`src/rtl/pipe_ctrl_pkg.sv`:
```
// Shared types for the KLP32 pipeline control: stage slot record, bypass select
// encoding, controller state, and the slot-vs-source match helper.
package pipe_ctrl_pkg;

  localparam int RA_W = 5;

  typedef struct packed {
    logic            valid;
    logic [RA_W-1:0] rd;
    logic            we;
    logic            is_load;
    logic            is_mc;
    logic [RA_W-1:0] rs1;
    logic [RA_W-1:0] rs2;
  } stage_slot_t;

  typedef enum logic [1:0] {
    FWD_RF = 2'b00,
    FWD_M  = 2'b01,
    FWD_W  = 2'b10
  } fwd_sel_e;

  typedef enum logic {
    RUN     = 1'b0,
    MC_WAIT = 1'b1
  } hz_state_e;

  // x0 is hardwired zero, so it never produces a bypass
  function automatic logic slot_hit(input stage_slot_t s, input logic [RA_W-1:0] src);
    return s.valid & s.we & (s.rd != '0) & (s.rd == src);
  endfunction

endpackage

```
`src/rtl/fwd_compare.sv`:
```
// Bypass select for one X operand: the younger M result wins over W.
module fwd_compare
  import pipe_ctrl_pkg::*;
(
  input  logic            en,
  input  logic [RA_W-1:0] src,
  input  stage_slot_t     m_slot,
  input  stage_slot_t     w_slot,
  output fwd_sel_e        sel
);

  always_comb begin
    sel = FWD_RF;
    if (en) begin
      if (slot_hit(m_slot, src))      sel = FWD_M;
      else if (slot_hit(w_slot, src)) sel = FWD_W;
    end
  end

endmodule

```
`src/rtl/pipeline_hazard_ctrl.sv`:
```
// KLP32 stall/flush/forward controller: X/M/W destination slots, load-use
// bubbles, taken-branch flush and multicycle op sequencing with a watchdog.
module pipeline_hazard_ctrl
  import pipe_ctrl_pkg::*;
#(
  parameter int REG_AW        = RA_W,
  parameter int MC_MAX_CYCLES = 64
) (
  input  logic              clk,
  input  logic              rst_n,
  input  logic              id_valid,
  input  logic [REG_AW-1:0] id_rs1,
  input  logic [REG_AW-1:0] id_rs2,
  input  logic              id_rs1_used,
  input  logic              id_rs2_used,
  input  logic [REG_AW-1:0] id_rd,
  input  logic              id_reg_write,
  input  logic              id_is_load,
  input  logic              id_is_mc,
  input  logic              x_branch_taken,
  input  logic              mc_done,
  output logic              pc_stall,
  output logic              ifid_stall,
  output logic              ifid_flush,
  output logic              idx_flush,
  output logic              mc_start,
  output logic              mc_err,
  output logic [1:0]        a_sel_mux,
  output logic [1:0]        b_sel_mux,
  output logic              data_sel_mux
);

  localparam int CW = $clog2(MC_MAX_CYCLES + 1);

  stage_slot_t   x_q, m_q, w_q, id_slot;
  hz_state_e     state_q, state_d;
  logic [CW-1:0] cnt_q;
  logic          mc_err_q;
  logic          branch, hold, load_use, timeout;

  always_comb begin
    id_slot = '0;
    if (id_valid) begin
      id_slot.valid   = 1'b1;
      id_slot.rd      = id_rd;
      id_slot.we      = id_reg_write;
      id_slot.is_load = id_is_load;
      id_slot.is_mc   = id_is_mc;
      id_slot.rs1     = id_rs1;
      id_slot.rs2     = id_rs2;
    end
  end

  // hold = multicycle op keeps X; covers the start cycle and every wait cycle
  always_comb begin
    state_d  = state_q;
    branch   = 1'b0;
    mc_start = 1'b0;
    hold     = 1'b0;
    load_use = 1'b0;
    timeout  = 1'b0;
    case (state_q)
      RUN: begin
        branch   = x_q.valid & x_branch_taken;
        mc_start = x_q.valid & x_q.is_mc & ~branch;
        hold     = mc_start & ~mc_done;
        load_use = ~branch & ~hold & x_q.valid & x_q.is_load & (x_q.rd != '0) & id_valid &
                   ((id_rs1_used & (id_rs1 == x_q.rd)) | (id_rs2_used & (id_rs2 == x_q.rd)));
        if (hold) state_d = MC_WAIT;
      end
      MC_WAIT: begin
        timeout = (cnt_q == CW'(MC_MAX_CYCLES));
        hold    = ~mc_done & ~timeout;
        if (!hold) state_d = RUN;
      end
      default: state_d = RUN;
    endcase
  end

  always_ff @(posedge clk or negedge rst_n) begin
    if (!rst_n) begin
      x_q      <= '0;
      m_q      <= '0;
      w_q      <= '0;
      state_q  <= RUN;
      cnt_q    <= '0;
      mc_err_q <= 1'b0;
    end else begin
      state_q <= state_d;
      w_q     <= m_q;
      if (hold) begin
        m_q <= '0;
      end else begin
        m_q <= x_q;
        x_q <= (branch | load_use) ? stage_slot_t'('0) : id_slot;
      end
      cnt_q <= (state_q == MC_WAIT && hold) ? cnt_q + 1'b1 : '0;
      if (timeout) mc_err_q <= 1'b1;
    end
  end

  assign pc_stall   = hold | load_use;
  assign ifid_stall = hold | load_use;
  assign ifid_flush = branch;
  assign idx_flush  = branch | load_use;
  assign mc_err     = mc_err_q;

  logic     [1:0][REG_AW-1:0] op_src;
  fwd_sel_e [1:0]             op_sel;

  assign op_src = {x_q.rs2, x_q.rs1};

  for (genvar i = 0; i < 2; i++) begin : g_op
    fwd_compare u_fwd (
      .en     (x_q.valid),
      .src    (op_src[i]),
      .m_slot (m_q),
      .w_slot (w_q),
      .sel    (op_sel[i])
    );
  end

  assign a_sel_mux    = op_sel[0];
  assign b_sel_mux    = op_sel[1];
  assign data_sel_mux = m_q.valid & slot_hit(w_q, m_q.rs2);

  // W only ever sources a bypass; its remaining fields are carried for uniformity
  logic unused_w;
  assign unused_w = ^{w_q.is_load, w_q.is_mc, w_q.rs1, w_q.rs2};

endmodule

```
`config.mk`:
```
export PLATFORM = sky130hd
export DESIGN_NAME = pipeline_hazard_ctrl
export DESIGN_NICKNAME = d
export VERILOG_FILES = /design/src/rtl/pipe_ctrl_pkg.sv /design/src/rtl/fwd_compare.sv /design/src/rtl/pipeline_hazard_ctrl.sv
export SDC_FILE = /design/constraint.sdc
export NUM_CORES = 1
export LEC_CHECK = 0
export BUFFER_PORTS_ARGS = -buffer_cell sky130_fd_sc_hd__buf_4
export CORE_UTILIZATION = 40
export DETAILED_ROUTE_END_ITERATION = 12
export SLEW_MARGIN = 20
export SYNTH_ARGS = -nofsm -noshare
export SYNTH_HDL_FRONTEND = slang
export SYNTH_SLANG_ARGS = --single-unit
```
`constraint.sdc`:
```
create_clock -name clk -period 3.8 [get_ports clk]
set_input_delay 0 -clock clk [delete_from_list [all_inputs] [get_ports clk]]
set_output_delay 0 -clock clk [all_outputs]
set_load 0.02 [all_outputs]
```
* After elaboration in Yosys (flattened, before gate mapping)
Cells that the tools add are included.
** Storage, ports and cells
- Register bits after elaboration :: 47
- Output and inout bits :: 11
- Word-level logic and storage cells :: 79
** Cells by class
- Add/sub/neg operators :: 1
- Eq/ne operators :: 8
- Reductions and logical operators :: 4
- Bitwise gates (word level) :: 31
- Multiplexer cells :: 18
** Operators by type and width (count)
- $mux 19 :: 3
- $eq 5x5->1 :: 7
- $and 1x1->1 :: 23
- $reduce_bool 5->1 :: 3
- $mux 2 :: 6
- $add 7x1->7 const B :: 1
- $eq 7x7->1 const B :: 1
- $mux 7 :: 1
- $mux 1 :: 6
- $not 1->1 :: 5
- $pmux 1 s2 :: 2
- $or 1x1->1 :: 3
- $logic_and 1x1->1 :: 1

* Depth between registers and ports, before layout
- Word-level depth :: 14
- Gate-level depth with buffers :: 9

* Cells and area by module
A second synthesis with hierarchy kept.
** Second synthesis, totals
- Cells, all modules :: 247
- Area total of the unflattened synthesis :: 2827.7 um2
** Modules (own cells, without submodules)
- pipeline_hazard_ctrl :: cells an instance 197, seq. area each 1651.6 um2, area each 2512.4 um2, times used 1
- fwd_compare :: cells an instance 25, seq. area each 0.0 um2, area each 157.7 um2, times used 2

* Least setup slack after synthesis
No wires, ideal clock.
- Path kind :: register -> output
- Start :: register cnt_q[0]
- End :: output port pc_stall
- Buffers on the path :: 2
- Arrival :: 1845 ps
- Slack :: 1955 ps
- Stages on the path, launching flop included :: 9
- Data required time :: 3800 ps
- Cell sequence :: dfrtp_1 -> inv_1 -> ha_1 -> nand4bb_1 -> o311ai_4 -> o21a_4 -> clkbuf_2 -> nand2_1 -> buf_4
** Between the ends
- Cells in the longest elaborated chain, start to end :: 5
** Ends and longest elaborated chain
- start, declared :: RTL line pipeline_hazard_ctrl.sv:37 : logic [CW-1:0] cnt_q;
- start signal, assigned :: RTL line pipeline_hazard_ctrl.sv:97 : cnt_q <= (state_q == MC_WAIT && hold) ? cnt_q + 1'b1 : '0;
- $eq 7x7->1 :: RTL line pipeline_hazard_ctrl.sv:72 : timeout = (cnt_q == CW'(MC_MAX_CYCLES));
- $not 1->1 :: RTL line pipeline_hazard_ctrl.sv:73 : hold = ~mc_done & ~timeout;
- $and 1x1->1 :: RTL line pipeline_hazard_ctrl.sv:73
- $pmux 1 s2 :: RTL line pipeline_hazard_ctrl.sv:62 : case (state_q)
- $or 1x1->1
- end, declared :: RTL line pipeline_hazard_ctrl.sv:22 : output logic pc_stall,
No other way between the ends.

* Worst setup path in the final report
- Start :: register cnt_q[0]
- End :: register x_q, in the netlist op_src[6]
** Between the ends
- Cells in the longest elaborated chain, start to end :: 4
** Ends and longest elaborated chain
- $eq 7x7->1 :: RTL line pipeline_hazard_ctrl.sv:72
- $not 1->1 :: RTL line pipeline_hazard_ctrl.sv:73
- $and 1x1->1 :: RTL line pipeline_hazard_ctrl.sv:73
- $pmux 1 s2 :: RTL line pipeline_hazard_ctrl.sv:62
- end signal, assigned :: RTL line pipeline_hazard_ctrl.sv:95 : x_q <= (branch | load_use) ? stage_slot_t'('0) : id_slot;
- end, declared :: RTL line pipeline_hazard_ctrl.sv:35 : stage_slot_t x_q, m_q, w_q, id_slot;
No other way between the ends.
A chain may end at the register's enable or synchronous reset.

==> results.md <==
* CTS root buffer: clkbuf_8
* Arrival time at the worst endpoint at 2.53 ns
* ANT cells at 0
* Vias in the first global route at 1726
* Die ar. at 6160 um2
* Mapped Avg Cell Area at 10.3 um2
* Fin crit share at 0.620
* Syn nets at 254
* Synthesized cell area at 2340 um2
* RSZ-0062 raised after global routing: no
* PostCTS Resize Cnt at 0
* ANT nets after route at 0
* Status: finished, final reports clean
* Setup_tns at 0 ns
* Synthesis Warnings at 0
* Commonest non-fill, non-tap cell in the layout: dfrtp_1
* Die W at 78.5 um
* Hold Startpoint: mc_done
* Layout Nets at 307
* Clock transition at the registers of the reported paths at 0.08 ns
* CTS Sinks at 47
* Initial Utilization at 0.420
* FF-to-FF Start: cnt_q[0]$_DFF_PN0_
* Flops & latches, synth at 47
* Crit path max fanout at 33
* Layout cell share with drive strength beyond 1 at 0.199
* Core Region at 5570 um2
* Total wire length at 4690 um
* Hold Crit Depth at 4
* First-pass GRT wire length at 8240 um
* Worst EP required at 3.97 ns
* Largest net degree at the start of global routing at 48
* Leakage power at 1.37 nW
* Pins over their slew limit at 0
* Depth of the CTS H-tree at 2
* Standard-cell rows at 27
* Clk_skew at 0.00369 ns
* CTS Buf Count at 5
* I/O pin cnt at 36
* Via count at 1649
* Max cap viols at 0
* Area growth from synthesis to layout at 25.7%
* DRC viols at 0
* Final min period at 2.36 ns
* Fmax at 0.424 GHz
* Starting DRT DRC Count at 76
* CP Class: reg2reg
* Fillers at 539
* Final setup viols at 0
* Clock buffer depth at 2
* Hold Path Sink: cnt_q[1]$_DFF_PN0_
* Hold Fails Final Rpt at 0
* Chip height at 78.5 um
* Unique masters post-synth at 35
* Worst-case vdd ir drop at 0.277 mV
* Initial DRT Pass Iterations at 4
* CP Capture Type: register
* Reg2Reg Depth at 8
* RD Place Congestion at 0.779
* Dpl hpwl at 3320 um
* Post-Syn Instances at 227
* Worst-Margin Slew at 0.587 ns
* I/O Buffers at 35
* Sequential area share after synthesis at 0.502
* Hold WS at 0.0912 ns
* GR Util All Layers at 0.176
* Most frequent cells in the layout: 47 x dfrtp_1, 46 x nand2_1, 35 x buf_4
* Worst R2R Setup Slack at 1.44 ns
* Vias per cell at 4.67
* Global route overflow at 0
* PwrDens at 392 nW/um2
* CTS tree: yes
* Worst-skew pair later-pin latency at 0.30 ns
* Hold crit path type: in2reg
* Slew margin rel. at 0.608
* RR Endpoint: op_src[6]$_DFFE_PN0N_
* Initial antenna violation count at 0
* Startpoint types: register
* Routed WL per cell at 13.3 um
[Yosys cell counts (all sizes together)]
master | n | area, um2
nor3b | 1 | 7.51
o41ai | 1 | 8.76
nand2 | 46 | 173
o22ai | 2 | 18.8
buf | 6 | 66.3
o311ai | 1 | 26.3
ha | 2 | 25.0
nand4 | 3 | 18.8
nand3 | 7 | 35.0
o211a | 1 | 10.0
xnor2 | 28 | 245
a21o | 1 | 15.0
xor2 | 12 | 105
and2 | 14 | 88.8
nor3 | 5 | 25.0
nor4 | 2 | 12.5
dfrtp | 47 | 1180
o21ai | 18 | 124
nand4bb | 1 | 11.3
clkbuf | 2 | 8.75
o211ai | 2 | 15.0
o21a | 1 | 15.0
a21oi | 1 | 5.00
or4 | 3 | 22.5
nor2 | 8 | 30.0
and3 | 1 | 6.26
o2111ai | 1 | 8.76
inv | 10 | 37.5
[logic make-up after synthesis]
| logic type | synth area share |
|---|---|
| AOI/OAI and AO/OA | 0.105 |
| adders and majority gates | 0.0107 |
| and+or+nand+nor | 0.184 |
| xor gates and xnor gates | 0.150 |
| DFF | 0.502 |
| buffers and inverters | 0.0481 |
[how the worst max path moves through the flow]
stage                             from                     to  slack, ns  depth (start not counted)
finish              cnt_q[0]$_DFF_PN0_  op_src[6]$_DFFE_PN0N_       1.44                          8
global route        cnt_q[0]$_DFF_PN0_  op_src[0]$_DFFE_PN0N_       1.14                          8
detailed placement  cnt_q[0]$_DFF_PN0_    x_q[13]$_DFFE_PN0N_       1.43                          8
CTS                 cnt_q[0]$_DFF_PN0_    x_q[13]$_DFFE_PN0N_       1.42                          8
floorplan           cnt_q[0]$_DFF_PN0_               pc_stall       1.95                          8
global placement    cnt_q[0]$_DFF_PN0_    x_q[18]$_DFFE_PN0N_       1.49                          8
[report_power, final]
group / total, W / internal (W) / leakage (nW) / switching (W)
Combinational: 0.000157 / 0.0000868 / 0.686 / 0.0000704
Clock: 0.000428 / 0.000263 / 0.0654 / 0.000165
Sequential: 0.000569 / 0.000530 / 0.622 / 0.0000392
Total: 0.00115 / 0.000880 / 1.37 / 0.000274
[final cells by class]
class / instances / area, um2 / area share
Sequential cell: 47 / 1180 / 0.400
Multi-Input combinational cell: 162 / 1050 / 0.358
Timing Repair Buffer: 54 / 453 / 0.154
Tap cell: 72 / 90.1 / 0.0306
Clock buffer: 6 / 72.6 / 0.0247
Clock inverter: 2 / 60.1 / 0.0204
Inverter: 10 / 37.5 / 0.0128
[registers in the layout, indices dropped and copies added, names as in the netlist]
signal and cells:
cnt_q 7, mc_err 1, w_q 7, m_q 12
x_q 9, state_q 1, op_src 10
[critical path, cell delays in order, from the launching register on]
cell,delay [ns]
dfrtp_1,0.41
inv_1,0.07
ha_1,0.13
nand4bb_1,0.17
o311ai_4,0.43
o21a_4,0.41
inv_1,0.36
nand2_1,0.15
o21ai_0,0.10
[metal layers]
layer	track usage	wire length, um	up-vias	share of wire
met3	0.0337	133	7	0.028
met2	0.274	2260	29	0.48
met1	0.241	2230	763	0.48
li1	-	-	850	-
met4	0.0667	69	0	0.015
met5	0	0	-	0
[metrics by stage]
| stage | setup slack [ns] | utilization | total power, W | cells | cell area (um2) |
|---|---|---|---|---|---|
| floorplan | 1.95 | - | 0.000668 | 227 | 2340 |
| global placement | 1.49 | 0.470 | 0.000723 | 326 | 2620 |
| detailed placement | 1.43 | 0.470 | 0.000724 | 326 | 2620 |
| CTS | 1.42 | 0.528 | 0.00117 | 353 | 2940 |
| global route | 1.14 | 0.528 | 0.00122 | 353 | 2940 |
| finish | 1.44 | 0.528 | 0.00115 | 353 | 2940 |
[what timing repair did]
| action | CTS | global route |
|---|---|---|
| hold endpoints to repair | 65 | 0 |
| endpoints found under the setup margin | 0 | 0 |
| hold buffers | 19 | 0 |
| buffers inserted | 0 | 0 |
(Power assumes the default switching activity.)
